### src/rtl/sprite_blit_writer.sv
// Copies a SPRITE_W x SPRITE_H block of palette indices into the overlay RAM at (x,y).
// Transparent pixels are skipped and the sprite is clipped at the destination edges.
module sprite_blit_writer #(
  parameter int SPRITE_W          = 100,
  parameter int SPRITE_H          = 100,
  parameter int DST_W             = 640,
  parameter int DST_H             = 480,
  parameter int DATA_WIDTH        = 9,
  parameter int TRANSPARENT_INDEX = 0,
  parameter int SRC_ADDR_WIDTH    = $clog2(SPRITE_W*SPRITE_H)+1,
  parameter int DST_ADDR_WIDTH    = $clog2(DST_W*DST_H)+1
) (
  input  logic                      clk,
  input  logic                      reset,
  input  logic                      start,
  input  logic [9:0]                xcoordinate,
  input  logic [8:0]                ycoordinate,
  output logic                      busy,
  output logic                      done,
  output logic [SRC_ADDR_WIDTH-1:0] src_addr,
  input  logic [DATA_WIDTH-1:0]     src_data,
  output logic [DST_ADDR_WIDTH-1:0] dst_addr,
  output logic [DATA_WIDTH-1:0]     dst_data,
  output logic                      dst_wEn
);

  localparam int COL_W = $clog2(SPRITE_W+1);
  localparam int ROW_W = $clog2(SPRITE_H+1);

  typedef enum logic [1:0] {IDLE = 2'd0, RUN = 2'd1, DRAIN = 2'd2, FINISH = 2'd3} state_t;

  state_t                    state_r, state_next_s;
  logic                      drain_cnt_r, busy_r, done_r;
  logic                      issue_s, last_issue_s, write_ok_s;
  logic [9:0]                x_r;
  logic [8:0]                y_r;
  logic [COL_W-1:0]          col_r;
  logic [ROW_W-1:0]          row_r;
  logic [SRC_ADDR_WIDTH-1:0] src_addr_r;
  logic [DST_ADDR_WIDTH-1:0] row_base_r;
  logic                      s1_valid_r;
  logic [10:0]               s1_xsum_r;
  logic [9:0]                s1_ysum_r;
  logic [DST_ADDR_WIDTH-1:0] s1_addr_r;
  logic [DST_ADDR_WIDTH-1:0] dst_addr_r;
  logic [DATA_WIDTH-1:0]     dst_data_r;
  logic                      dst_wen_r;

  // Next-state decode and issue qualification
  always_comb begin
    state_next_s = state_r;
    issue_s      = 1'b0;
    last_issue_s = (col_r == COL_W'(SPRITE_W-1)) && (row_r == ROW_W'(SPRITE_H-1));
    case (state_r)
      IDLE: begin
        if (start) state_next_s = RUN;
        else       state_next_s = IDLE;
      end
      RUN: begin
        issue_s = 1'b1;
        if (last_issue_s) state_next_s = DRAIN;
        else              state_next_s = RUN;
      end
      DRAIN: begin
        if (drain_cnt_r) state_next_s = FINISH;
        else             state_next_s = DRAIN;
      end
      FINISH:  state_next_s = IDLE;
      default: state_next_s = IDLE;
    endcase
  end

  // State register with registered busy/done flags
  always_ff @(posedge clk) begin
    if (reset) begin
      state_r     <= IDLE;
      drain_cnt_r <= 1'b0;
      busy_r      <= 1'b0;
      done_r      <= 1'b0;
    end else begin
      state_r     <= state_next_s;
      drain_cnt_r <= (state_r == DRAIN) ? ~drain_cnt_r : 1'b0;
      busy_r      <= (state_next_s == RUN) || (state_next_s == DRAIN);
      done_r      <= (state_next_s == FINISH);
    end
  end

  // Coordinate latch and incremental source/destination address walk
  always_ff @(posedge clk) begin
    if (reset) begin
      x_r        <= 10'd0;
      y_r        <= 9'd0;
      col_r      <= '0;
      row_r      <= '0;
      src_addr_r <= '0;
      row_base_r <= '0;
    end else begin
      case (state_r)
        IDLE: begin
          if (start) begin
            x_r        <= xcoordinate;
            y_r        <= ycoordinate;
            col_r      <= '0;
            row_r      <= '0;
            src_addr_r <= '0;
            // One-off product at launch; the per-pixel loop only adds.
            row_base_r <= DST_ADDR_WIDTH'(ycoordinate) * DST_ADDR_WIDTH'(DST_W)
                          + DST_ADDR_WIDTH'(xcoordinate);
          end
        end
        RUN: begin
          if (!last_issue_s) src_addr_r <= src_addr_r + SRC_ADDR_WIDTH'(1);
          if (col_r == COL_W'(SPRITE_W-1)) begin
            col_r      <= '0;
            row_r      <= row_r + ROW_W'(1);
            row_base_r <= row_base_r + DST_ADDR_WIDTH'(DST_W);
          end else begin
            col_r <= col_r + COL_W'(1);
          end
        end
        default: begin
          src_addr_r <= src_addr_r;
        end
      endcase
    end
  end

  // Stage 1: delay column/row info to line up with the RAM read data
  always_ff @(posedge clk) begin
    if (reset) begin
      s1_valid_r <= 1'b0;
      s1_xsum_r  <= 11'd0;
      s1_ysum_r  <= 10'd0;
      s1_addr_r  <= '0;
    end else begin
      s1_valid_r <= issue_s;
      s1_xsum_r  <= {1'b0, x_r} + 11'(col_r);
      s1_ysum_r  <= {1'b0, y_r} + 10'(row_r);
      s1_addr_r  <= row_base_r + DST_ADDR_WIDTH'(col_r);
    end
  end

  // Drop transparent and off-screen pixels; wide sums keep clipping wrap-free
  always_comb begin
    write_ok_s = 1'b0;
    if (s1_valid_r && (src_data != DATA_WIDTH'(TRANSPARENT_INDEX)) &&
        (s1_xsum_r < 11'(DST_W)) && (s1_ysum_r < 10'(DST_H))) begin
      write_ok_s = 1'b1;
    end else begin
      write_ok_s = 1'b0;
    end
  end

  // Stage 2: registered overlay write port
  always_ff @(posedge clk) begin
    if (reset) begin
      dst_wen_r  <= 1'b0;
      dst_addr_r <= '0;
      dst_data_r <= '0;
    end else begin
      dst_wen_r <= write_ok_s;
      if (write_ok_s) begin
        dst_addr_r <= s1_addr_r;
        dst_data_r <= src_data;
      end
    end
  end

  assign busy     = busy_r;
  assign done     = done_r;
  assign src_addr = src_addr_r;
  assign dst_addr = dst_addr_r;
  assign dst_data = dst_data_r;
  assign dst_wEn  = dst_wen_r;

endmodule

### config.mk
export PLATFORM = sky130hd
export DESIGN_NAME = sprite_blit_writer
export DESIGN_NICKNAME = d
export VERILOG_FILES = /design/src/rtl/sprite_blit_writer.sv
export SDC_FILE = /design/constraint.sdc
export NUM_CORES = 1
export LEC_CHECK = 0
export ABC_CLOCK_PERIOD_IN_PS = 3800
export BUFFER_PORTS_ARGS = -buffer_cell sky130_fd_sc_hd__buf_4
export CORE_MARGIN = 2
export CORE_UTILIZATION = 35
export CTS_BUF_LIST = sky130_fd_sc_hd__clkbuf_8
export CTS_CLUSTER_DIAMETER = 200
export DETAILED_ROUTE_END_ITERATION = 8
export PLACE_DENSITY = 0.5
export SLEW_MARGIN = 30
export SYNTH_ARGS = -nofsm -noshare
export SYNTH_HDL_FRONTEND = slang
export SYNTH_SLANG_ARGS = --single-unit
### constraint.sdc
create_clock -name clk -period 3.8 [get_ports clk]
set_input_delay 0.76 -clock clk [delete_from_list [all_inputs] [get_ports clk]]
set_output_delay 0.76 -clock clk [all_outputs]
set_load 0.005 [all_outputs]
==> results.rst, run 1 <==
.. list-table::
   :header-rows: 1

   * - Metric
     - Value
   * - Leakage power of the design
     - 0.00321 uW
   * - Setup Buffers After CTS
     - 0
   * - Last weighted congestion value of the routability-driven placer
     - 0.765
   * - PortBufs
     - 77
   * - Max-cap viol count
     - 0
   * - Commonest non-fill, non-tap cells in the layout
     - sky130_fd_sc_hd__dfxtp_1, sky130_fd_sc_hd__nor2_1, sky130_fd_sc_hd__nand2_1
   * - Proportion of synthesized chip area in sequential cells
     - 0.401
   * - Cell chain of the critical path
     - buf_4, ha_1, ha_1, fa_1, a211oi_2, o21ai_0, a221oi_2, nand4_1, o31ai_1
   * - Synthesized netlist net count
     - 828
   * - Period utilisation layout
     - 0.731
   * - Insertion delay to the later sink of the worst-skew pair
     - 0.43 ns
   * - Pwr Total
     - 3130 uW
   * - Cell count of the worst reg-to-reg path
     - 9
   * - Cell count after synthesis
     - 753
   * - Leftover overflow at the end of global routing
     - 0
   * - First-pass GRT wire length
     - 25,200 um
   * - Root buffer selected by CTS
     - sky130_fd_sc_hd__clkbuf_8
   * - CTS hold repair buffers
     - 0
   * - Maximum clock rate
     - 360 MHz
   * - Critical path start-end classification
     - input pin to flip-flop
   * - Arr. time, crit path
     - 3.12 ns
   * - Clock sink total
     - 133
   * - Top-level I/O count
     - 78
   * - Startpoint class of the critical path
     - input pin
   * - Synth unique cells
     - 69
   * - Overall routed net length
     - 15,200 um
   * - Finish-stage setup viols
     - 0
   * - Slowest CP cell
     - sky130_fd_sc_hd__fa_1
   * - CTS tree
     - yes
   * - Area share of the largest cell type after synthesis
     - 0.401
   * - Number of cells upsized or downsized after cts
     - 0
   * - Commonest non-fill, non-tap cell in the layout
     - sky130_fd_sc_hd__dfxtp_1
   * - Outcome
     - finished clean
   * - Synthesized area
     - 0.00663 mm2
   * - Area inside the core boundary
     - 0.0186 mm2
   * - Pwr/cell area
     - 399 mW/mm2
   * - Minimum setup slack among reg-to-reg paths
     - 1.31 ns
   * - CP dominant cell by count
     - sky130_fd_sc_hd__ha_1
   * - Instance count along the most critical hold path
     - 1
   * - Biggest area contributors in the synthesized netlist
     - sky130_fd_sc_hd__dfxtp_1, sky130_fd_sc_hd__ha_1, sky130_fd_sc_hd__nor2_1
   * - Sum Neg Setup Slack
     - 0 ns
   * - Final worst clock skew
     - 0.0115 ns
   * - Synth Warn #
     - 0
   * - Number of buffers added by the clock tree synthesis step
     - 17
   * - Number of storage elements in the synthesis netlist
     - 133
   * - Post-route ant nets
     - 0
   * - Period minus WS final
     - 2.78 ns
   * - Count of pins over their slew limit
     - 0
   * - Max-Slew Margin vs Limit
     - 0.487
   * - Half-perimeter wire length after placement
     - 11,100 um
   * - Row Count
     - 50
   * - Crit path max-delay family
     - compound AO/OA/AOI/OAI gates
   * - Average instance area after synthesis
     - 8.81 um2
   * - Starting density of the core
     - 0.356
   * - CP required
     - 4.14 ns
   * - Critical path peak fanout
     - 4
   * - Worst path bufs/invs
     - 1
   * - Post-detailed-route DRC marker count
     - 0
   * - Hold WC Path Type
     - flip-flop to flip-flop
   * - Pre-Repair DR Iteration Count
     - 5
   * - Number of DRC violations after detailed-routing iteration 0
     - 273
   * - Slew at the pin with the worst max-slew slack
     - 0.769 ns
   * - Maximum clock path buffer count
     - 2
   * - Number of synthesized flops with an enable pin
     - 0
   * - Final standard cell utilization of the core
     - 0.420
   * - Kind of end point of the critical path
     - flip-flop
   * - Fraction of layout instances using a drive strength above 1
     - 0.166
   * - CP Depth
     - 9
   * - Number of levels the H-tree was split into
     - 4
   * - Maximum VDD drop
     - 207 uV
   * - Unrepaired setup endpoints after global routing
     - no
   * - Pin count of the biggest net entering global routing
     - 44
   * - Number of nets in the final layout
     - 895
   * - Number of vias after detailed routing
     - 5,462
   * - Growth of design area from synthesis to finish
     - 18.0%
   * - Mean number of vias per cell
     - 5.13
   * - Area of the die
     - 0.0201 mm2
   * - Number of failing hold endpoints at the final stage
     - 0
   * - DIE HEIGHT
     - 142 um
   * - Global routing usage summed across all routing layers
     - 0.156
   * - Share of synthesized flip-flops with an asynchronous set or reset
     - 0
   * - Most area-hungry cell type in the Yosys netlist
     - sky130_fd_sc_hd__dfxtp_1
   * - Diodes inserted
     - 0
   * - Max incr delay on CP
     - 0.43 ns
   * - Width of the chip
     - 142 um
   * - Via count of the first global-routing pass
     - 5,190
   * - Predominant post-synthesis flop cell
     - sky130_fd_sc_hd__dfxtp_1
   * - DR WL/cell
     - 14.3 um
   * - Initial antenna violation count
     - 0
   * - CTS clk-pin slew, worst paths
     - 0.07 ns
==> path summary, 6_finish.rpt <==
kind                                                    end              startpoint
worst max-delay path            row_base_r[18]$_SDFFE_PP0P_          ycoordinate[1]
worst min register to register       drain_cnt_r$_SDFF_PP0_  drain_cnt_r$_SDFF_PP0_
worst min-delay path                 drain_cnt_r$_SDFF_PP0_  drain_cnt_r$_SDFF_PP0_
worst max register to register     s1_addr_r[14]$_SDFF_PP0_   col_r[0]$_SDFFE_PP0P_
==> layer usage <==
| layer | vias to the layer above | global-route usage | routed length (um) |
|---|---|---|---|
| met1 | 2520 | 0.215 | 7730 |
| met4 | 0 | 0.0474 | 174 |
| met5 | - | 0 | 0 |
| met3 | 16 | 0.0395 | 671 |
| li1 | 2797 | - | - |
| met2 | 129 | 0.240 | 6670 |
==> power by group <==
part	internal [uW]	leakage, uW	switching [uW]
clock network	690	0.000209	530
logic	174	0.00192	235
registers	1450	0.00108	50.4
==> worst register-to-register path: cells and delay by family (launching register included) <==
kind	cells	cell delay (ns)
AO/OA/AOI/OAI	3	0.87
XOR/XNOR	1	0.19
adder cells (fa/ha/maj)	2	0.59
buffers and inverters	1	0.06
flip-flops	1	0.44
AND/OR/NAND/NOR	2	0.22
==> state kept, by name (all words and copies together), names as in the netlist <==
register and cells:
col_r 7, dst_addr 20, dst_data 9, src_addr 15, dst_wEn 1, state_r 2, y_r 9, drain_cnt_r 1
row_r 7, s1_valid_r 1, done 1, s1_ysum_r 5, x_r 10, busy 1, s1_xsum_r 4, s1_addr_r 20
row_base_r 20
==> cell families after synthesis <==
logic type | after synthesis | synth area share
and+or+nand+nor | 302 | 0.231
AOI/OAI and AO/OA | 152 | 0.148
DFF | 133 | 0.401
buffers and inverters | 49 | 0.0319
xor gates and xnor gates | 44 | 0.0581
adders and majority gates | 44 | 0.0864
muxes | 29 | 0.0439
==> through the flow <==
step | cells | setup WS, ns | instance area, um2 | hold WS, ns
2_1_floorplan | 753 | 0.902 | 6630 | 0.398
3_3_place_gp | 1035 | 0.655 | 7420 | 0.411
3_5_place_dp | 1035 | 0.608 | 7420 | 0.412
4_1_cts | 1065 | 1.07 | 7830 | 0.423
5_1_grt | 1065 | 0.885 | 7830 | 0.443
6_report | 1065 | 1.02 | 7830 | 0.422
==> cells in the mapped netlist (4+ instances only) <==
cell / n
sky130_fd_sc_hd__a2111oi_0: 4
sky130_fd_sc_hd__a211oi_1: 7
sky130_fd_sc_hd__a21oi_1: 61
sky130_fd_sc_hd__a31oi_1: 4
sky130_fd_sc_hd__and2_1: 5
sky130_fd_sc_hd__and3_1: 5
sky130_fd_sc_hd__buf_2: 16
sky130_fd_sc_hd__clkbuf_1: 18
sky130_fd_sc_hd__dfxtp_1: 133
sky130_fd_sc_hd__ha_1: 41
sky130_fd_sc_hd__inv_1: 11
sky130_fd_sc_hd__mux2i_1: 28
sky130_fd_sc_hd__nand2_1: 87
sky130_fd_sc_hd__nand2b_1: 7
sky130_fd_sc_hd__nand3_1: 18
sky130_fd_sc_hd__nand3b_1: 4
sky130_fd_sc_hd__nand4_1: 14
sky130_fd_sc_hd__nor2_1: 93
sky130_fd_sc_hd__nor2b_1: 13
sky130_fd_sc_hd__nor3_1: 13
sky130_fd_sc_hd__nor4_1: 8
sky130_fd_sc_hd__o21a_1: 4
sky130_fd_sc_hd__o21ai_0: 23
sky130_fd_sc_hd__o21ai_1: 10
sky130_fd_sc_hd__o31ai_1: 4
sky130_fd_sc_hd__or3_1: 8
sky130_fd_sc_hd__xnor2_1: 22
sky130_fd_sc_hd__xor2_1: 22
==> cell type report <==
cell class	count	area [um2]
Tap cell	234	293
Sequential cell	133	2660
Clock buffer	20	275
Multi-Input combinational cell	571	3780
Timing Repair Buffer	86	646
Inverter	11	41.3
Clock inverter	10	131
Fill cell	1885	10800
(Power assumes the default switching activity.)
==> inputs of run 2 (changes only) <==
--- a/config.mk
+++ b/config.mk
@@ -5,14 +5,14 @@
 export SDC_FILE = /design/constraint.sdc
 export NUM_CORES = 1
 export LEC_CHECK = 0
-export ABC_CLOCK_PERIOD_IN_PS = 3800
+export ABC_CLOCK_PERIOD_IN_PS = 2300
 export BUFFER_PORTS_ARGS = -buffer_cell sky130_fd_sc_hd__buf_4
 export CORE_MARGIN = 2
 export CORE_UTILIZATION = 35
 export CTS_BUF_LIST = sky130_fd_sc_hd__clkbuf_8
 export CTS_CLUSTER_DIAMETER = 200
 export DETAILED_ROUTE_END_ITERATION = 8
-export PLACE_DENSITY = 0.5
+export PLACE_DENSITY = 0.52
 export SLEW_MARGIN = 30
 export SYNTH_ARGS = -nofsm -noshare
 export SYNTH_HDL_FRONTEND = slang
==> constraint.sdc (replaced) <==
create_clock -name clk -period 2.3 [get_ports clk]
set_input_delay 0.46 -clock clk [delete_from_list [all_inputs] [get_ports clk]]
set_output_delay 0.46 -clock clk [all_outputs]
set_load 0.005 [all_outputs]
==> results.rst, run 2 (synthesized netlist as in run 1, its figures left out) <==
.. list-table::
   :header-rows: 1

   * - Metric
     - Value
   * - Area inside the core boundary
     - 0.0186 mm2
   * - Outcome
     - finished clean
   * - Maximum VDD drop
     - 343 uV
   * - Max incr delay on CP
     - 0.35 ns
   * - Row Count
     - 50
   * - Max-Slew Margin vs Limit
     - 0.548
   * - Mean number of vias per cell
     - 5.12
   * - Post-Route M1 WL
     - 7660 um
   * - Worst path bufs/invs
     - 10
   * - DR WL/cell
     - 14.3 um
   * - Post-route ant nets
     - 0
   * - Number of levels the H-tree was split into
     - 4
   * - Maximum clock rate
     - 450 MHz
   * - Hold WC Path Type
     - input pin to flip-flop
   * - Number of DRC violations after detailed-routing iteration 0
     - 285
   * - Crit path max-delay family
     - buffers and inverters
   * - Sum Neg Setup Slack
     - 0 ns
   * - First-pass GRT wire length
     - 26,700 um
   * - Met2 Wirelength
     - 7180 um
   * - Commonest non-fill, non-tap cell in the layout
     - sky130_fd_sc_hd__dfxtp_1
   * - DIE HEIGHT
     - 142 um
   * - Number of buffers added by the clock tree synthesis step
     - 17
   * - Top-level I/O count
     - 78
   * - PortBufs
     - 77
   * - Pre-Repair DR Iteration Count
     - 5
   * - Global routing usage summed across all routing layers
     - 0.165
   * - Leakage power of the design
     - 0.00343 uW
   * - Unrepaired setup endpoints after global routing
     - yes
   * - Fraction of layout instances using a drive strength above 1
     - 0.233
   * - Half-perimeter wire length after placement
     - 11,500 um
   * - Pwr/cell area
     - 617 mW/mm2
   * - Initial antenna violation count
     - 0
   * - Slew at the pin with the worst max-slew slack
     - 0.678 ns
   * - Slowest CP cell
     - sky130_fd_sc_hd__ha_1
   * - Number of nets in the final layout
     - 941
   * - CTS clk-pin slew, worst paths
     - 0.09 ns
   * - Max-cap viol count
     - 0
   * - Finish-stage setup viols
     - 0
   * - Via count of the first global-routing pass
     - 5,563
   * - Insertion delay to the later sink of the worst-skew pair
     - 0.46 ns
   * - Cell chain of the critical path
     - ha_1, nor2b_2, buf_4, buf_4, buf_4, buf_4, buf_4, buf_4, buf_4, buf_4, buf_4, buf_4, nor3_2
   * - Period minus WS final
     - 2.22 ns
   * - CP required
     - 2.69 ns
   * - Area of the die
     - 0.0201 mm2
   * - CTS hold repair buffers
     - 0
   * - Clock sink total
     - 133
   * - Starting density of the core
     - 0.356
   * - Last weighted congestion value of the routability-driven placer
     - 0.783
   * - Final worst clock skew
     - 0.0143 ns
   * - Number of failing hold endpoints at the final stage
     - 0
   * - Post-detailed-route DRC marker count
     - 0
   * - Pin count of the biggest net entering global routing
     - 58
   * - Count of pins over their slew limit
     - 0
   * - Diodes inserted
     - 0
   * - Commonest non-fill, non-tap cells in the layout
     - sky130_fd_sc_hd__dfxtp_1, sky130_fd_sc_hd__buf_4, sky130_fd_sc_hd__nor2_1
   * - Leftover overflow at the end of global routing
     - 0
   * - Critical path peak fanout
     - 3
   * - Critical path start-end classification
     - flip-flop to flip-flop
   * - Growth of design area from synthesis to finish
     - 24.4%
   * - Number of vias after detailed routing
     - 5,701
   * - Met3 Wirelength
     - 740 um
   * - Highest Signal Layer
     - met4
   * - Number of placed instances, taps included
     - 1,071
   * - Kind of end point of the critical path
     - flip-flop
   * - Maximum clock path buffer count
     - 2
   * - CTS tree
     - yes
   * - Period utilisation layout
     - 0.966
   * - CP dominant cell by count
     - sky130_fd_sc_hd__buf_4
   * - Root buffer selected by CTS
     - sky130_fd_sc_hd__clkbuf_8
   * - Overall routed net length
     - 15,900 um
   * - Arr. time, crit path
     - 2.61 ns
   * - Width of the chip
     - 142 um
   * - Startpoint class of the critical path
     - flip-flop
   * - Non-filler cells in the finished layout
     - 1,113
[run 2: changes by cell type in the layout (fill, tap and decap cells not counted), sizes merged]
cell,previous run,this run
clkbuf,20,17
clkinv,2,3
bufinv,3,0
buf,86,132
inv,14,20
clkinvlp,2,3
[run 2: metrics by stage]
step	utilization	cell area (um2)	setup WS (ns)	total power, uW	hold WS, ns
floorplan	-	6680	-0.149	3000	0.398
global placement	0.416	7760	-0.359	3270	0.411
detailed placement	0.416	7760	-0.402	3290	0.425
CTS	0.439	8190	0.0234	5140	0.229
global route	0.443	8250	-0.0261	5360	0.255
finish	0.443	8250	0.0785	5100	0.253
[run 2: worst min-delay path: cells and delay by family]
family | cells | cell delay, ns
buffers and inverters | 1 | 0.09
muxes | 1 | 0.05
and+or+nand+nor | 1 | 0.07
[run 2: timing repair]
action,CTS,global route
setup buffers,8,2
setup endpoints to repair,4,12
pin swaps,0,9
gates resized for setup,3,14
[run 2: report_power, final]
group | switching (uW) | total (uW) | internal [uW]
registers | 74.1 | 2460 | 2390
clock network | 1060 | 1850 | 789
logic | 423 | 786 | 363
total | 1550 | 5100 | 3540
[run 2: area by class of cell]
type | count | area, um2
clock buffer | 17 | 234
clock inverter | 15 | 135
fill | 1856 | 10400
inverter | 11 | 41.3
multi-input combinational | 571 | 3860
sequential | 133 | 2660
tap | 234 | 293
timing repair buffer | 132 | 1020
[run 2: final timing paths]
kind                           from                        to  slack (ns)  cells past startpoint
max           col_r[2]$_SDFFE_PP0P_   s1_addr_r[2]$_SDFF_PP0_        0.08                     13
min reg2reg  drain_cnt_r$_SDFF_PP0_    drain_cnt_r$_SDFF_PP0_        0.44                      1
min                     src_data[8]  dst_data[8]$_SDFFE_PP0P_        0.25                      3
max reg2reg   col_r[2]$_SDFFE_PP0P_   s1_addr_r[2]$_SDFF_PP0_        0.08                     13
[run 2: layer usage]
layer	vias up	global-route usage
met1	2640	0.221
met2	149	0.266
met4	0	0.0632
li1	2890	-
met5	-	0
met3	22	0.0304
==> inputs of run 3 (changes only) <==
--- a/config.mk
+++ b/config.mk
@@ -5,14 +5,14 @@
 export SDC_FILE = /design/constraint.sdc
 export NUM_CORES = 1
 export LEC_CHECK = 0
-export ABC_CLOCK_PERIOD_IN_PS = 2300
+export ABC_CLOCK_PERIOD_IN_PS = 2750
 export BUFFER_PORTS_ARGS = -buffer_cell sky130_fd_sc_hd__buf_4
 export CORE_MARGIN = 2
 export CORE_UTILIZATION = 35
 export CTS_BUF_LIST = sky130_fd_sc_hd__clkbuf_8
 export CTS_CLUSTER_DIAMETER = 200
 export DETAILED_ROUTE_END_ITERATION = 8
-export PLACE_DENSITY = 0.52
+export PLACE_DENSITY = 0.5
 export SLEW_MARGIN = 30
 export SYNTH_ARGS = -nofsm -noshare
 export SYNTH_HDL_FRONTEND = slang
==> constraint.sdc (replaced) <==
create_clock -name clk -period 2.75 [get_ports clk]
set_input_delay 0.55 -clock clk [delete_from_list [all_inputs] [get_ports clk]]
set_output_delay 0.55 -clock clk [all_outputs]
set_load 0.005 [all_outputs]
==> results.rst, run 3 (synthesized netlist as in run 1, its figures left out) <==
.. list-table::
   :header-rows: 1

   * - Metric
     - Value
   * - PortBufs
     - 77
   * - Setup Buffers After CTS
     - 0
   * - CTS clk-pin slew, worst paths
     - 0.08 ns
   * - Width of the chip
     - 142 um
   * - Row Count
     - 50
   * - Post-detailed-route DRC marker count
     - 0
   * - Cell chain of the critical path
     - buf_4, ha_1, ha_1, fa_1, a211oi_2, o21ai_0, a221oi_2, nand4_1, o31ai_1
   * - Post-route standard cell area excluding fillers
     - 0.00800 mm2
   * - Last weighted congestion value of the routability-driven placer
     - 0.785
   * - Pre-Repair DR Iteration Count
     - 5
   * - First-pass GRT wire length
     - 26,000 um
   * - Fraction of layout instances using a drive strength above 1
     - 0.187
   * - Diodes inserted
     - 0
   * - Period utilisation layout
     - 0.940
   * - Slew at the pin with the worst max-slew slack
     - 0.699 ns
   * - Number of vias after detailed routing
     - 5,562
   * - Leakage power of the design
     - 0.00331 uW
   * - Mean number of vias per cell
     - 5.13
   * - Commonest non-fill, non-tap cell in the layout
     - sky130_fd_sc_hd__dfxtp_1
   * - Commonest non-fill, non-tap cells in the layout
     - sky130_fd_sc_hd__dfxtp_1, sky130_fd_sc_hd__buf_4, sky130_fd_sc_hd__nor2_1
   * - DIE HEIGHT
     - 142 um
   * - Number of nets in the final layout
     - 912
   * - Critical path peak fanout
     - 4
   * - Maximum clock rate
     - 387 MHz
   * - Initial antenna violation count
     - 0
   * - Maximum clock path buffer count
     - 2
   * - Layout fillers
     - 1,890
   * - Overall routed net length
     - 15,500 um
   * - Finish-stage setup viols
     - 0
   * - Starting density of the core
     - 0.356
   * - Global routing usage summed across all routing layers
     - 0.160
   * - Sum Neg Setup Slack
     - 0 ns
   * - Via count of the first global-routing pass
     - 5,362
   * - Outcome
     - finished clean
   * - Number of failing hold endpoints at the final stage
     - 0
   * - Startpoint class of the critical path
     - input pin
   * - Final worst clock skew
     - 0.0148 ns
   * - CP dominant cell by count
     - sky130_fd_sc_hd__ha_1
   * - Max-cap viol count
     - 0
   * - CTS tree
     - yes
   * - Area inside the core boundary
     - 0.0186 mm2
   * - Period minus WS final
     - 2.59 ns
   * - Clock sink total
     - 133
   * - Number of cells upsized or downsized after cts
     - 0
   * - Max incr delay on CP
     - 0.43 ns
   * - Post-route ant nets
     - 0
   * - Top-level I/O count
     - 78
   * - DR WL/cell
     - 14.3 um
   * - Growth of design area from synthesis to finish
     - 20.7%
   * - CTS hold repair buffers
     - 0
   * - Slowest CP cell
     - sky130_fd_sc_hd__a221oi_2
   * - Hold WC Path Type
     - input pin to flip-flop
   * - CP required
     - 3.08 ns
   * - Root buffer selected by CTS
     - sky130_fd_sc_hd__clkbuf_8
   * - Number of buffers added by the clock tree synthesis step
     - 17
   * - Kind of end point of the critical path
     - flip-flop
   * - Number of DRC violations after detailed-routing iteration 0
     - 246
   * - Count of pins over their slew limit
     - 0
   * - Placed Area
     - 0.00756 mm2
   * - Pwr/cell area
     - 557 mW/mm2
   * - Half-perimeter wire length after placement
     - 11,400 um
   * - Insertion delay to the later sink of the worst-skew pair
     - 0.44 ns
   * - Area of the die
     - 0.0201 mm2
   * - Crit path max-delay family
     - compound AO/OA/AOI/OAI gates
   * - Critical path start-end classification
     - input pin to flip-flop
   * - Leftover overflow at the end of global routing
     - 0
   * - Pin count of the biggest net entering global routing
     - 49
   * - Number of levels the H-tree was split into
     - 4
   * - Max-Slew Margin vs Limit
     - 0.534
   * - Worst path bufs/invs
     - 1
   * - Arr. time, crit path
     - 2.92 ns
   * - Maximum VDD drop
     - 328 uV
   * - Unrepaired setup endpoints after global routing
     - no
run 3: cell types whose count changed in the layout (fill, tap and decap cells not counted), moves of 4 or more:
cell and delta:
sky130_fd_sc_hd__buf_4 -27, sky130_fd_sc_hd__clkbuf_8 +5, sky130_fd_sc_hd__inv_6 -4, sky130_fd_sc_hd__ha_1 +5
run 3: worst paths after layout:
check                         startpoint                          end  slack, ns  depth (start not counted)
hold / removal               src_data[4]     dst_data[4]$_SDFFE_PP0P_       0.37                          3
setup / recovery          ycoordinate[1]  row_base_r[18]$_SDFFE_PP0P_       0.16                          9
hold reg to reg   drain_cnt_r$_SDFF_PP0_       drain_cnt_r$_SDFF_PP0_       0.43                          1
setup reg to reg   col_r[1]$_SDFFE_PP0P_     s1_addr_r[16]$_SDFF_PP0_       0.40                          8
run 3: layout make-up:
class	count	area, um2	area share
multi-input combinational	571	3780	0.472
sequential	133	2660	0.333
timing repair buffer	103	786	0.0982
clock buffer	22	303	0.0378
tap	234	293	0.0366
clock inverter	10	141	0.0177
inverter	11	41.3	0.00516
run 3: tightest hold or removal path, cell delays in order:
cell and delay [ns]:
sky130_fd_sc_hd__buf_4 0.08, sky130_fd_sc_hd__mux2i_1 0.05, sky130_fd_sc_hd__nor2_1 0.08
run 3: routing by layer:
| metal | up-vias | GRT usage | wire length [um] |
|---|---|---|---|
| li1 | 2833 | - | - |
| met1 | 2603 | 0.214 | 7680 |
| met2 | 114 | 0.255 | 7000 |
| met3 | 12 | 0.0385 | 605 |
| met4 | 0 | 0.0511 | 212 |
| met5 | - | 0 | 0 |
run 3: report_power, final:
part           total, uW  switching [uW]  internal [uW]
sequential          2070            69.3           2000
clock               1790             771           1020
combinational        598             330            268
total               4460            1170           3290
run 3: per-stage QoR:
stage,hold slack (ns),power [uW],utilization,setup slack [ns],cells
after floorplan,0.398,2500,-,0.0622,753
after global placement,0.411,2700,0.406,-0.151,1052
after detailed placement,0.416,2710,0.406,-0.258,1052
after CTS,0.335,4530,0.429,0.194,1084
after global routing,0.350,4690,0.429,0.144,1084
final,0.366,4460,0.429,0.165,1084
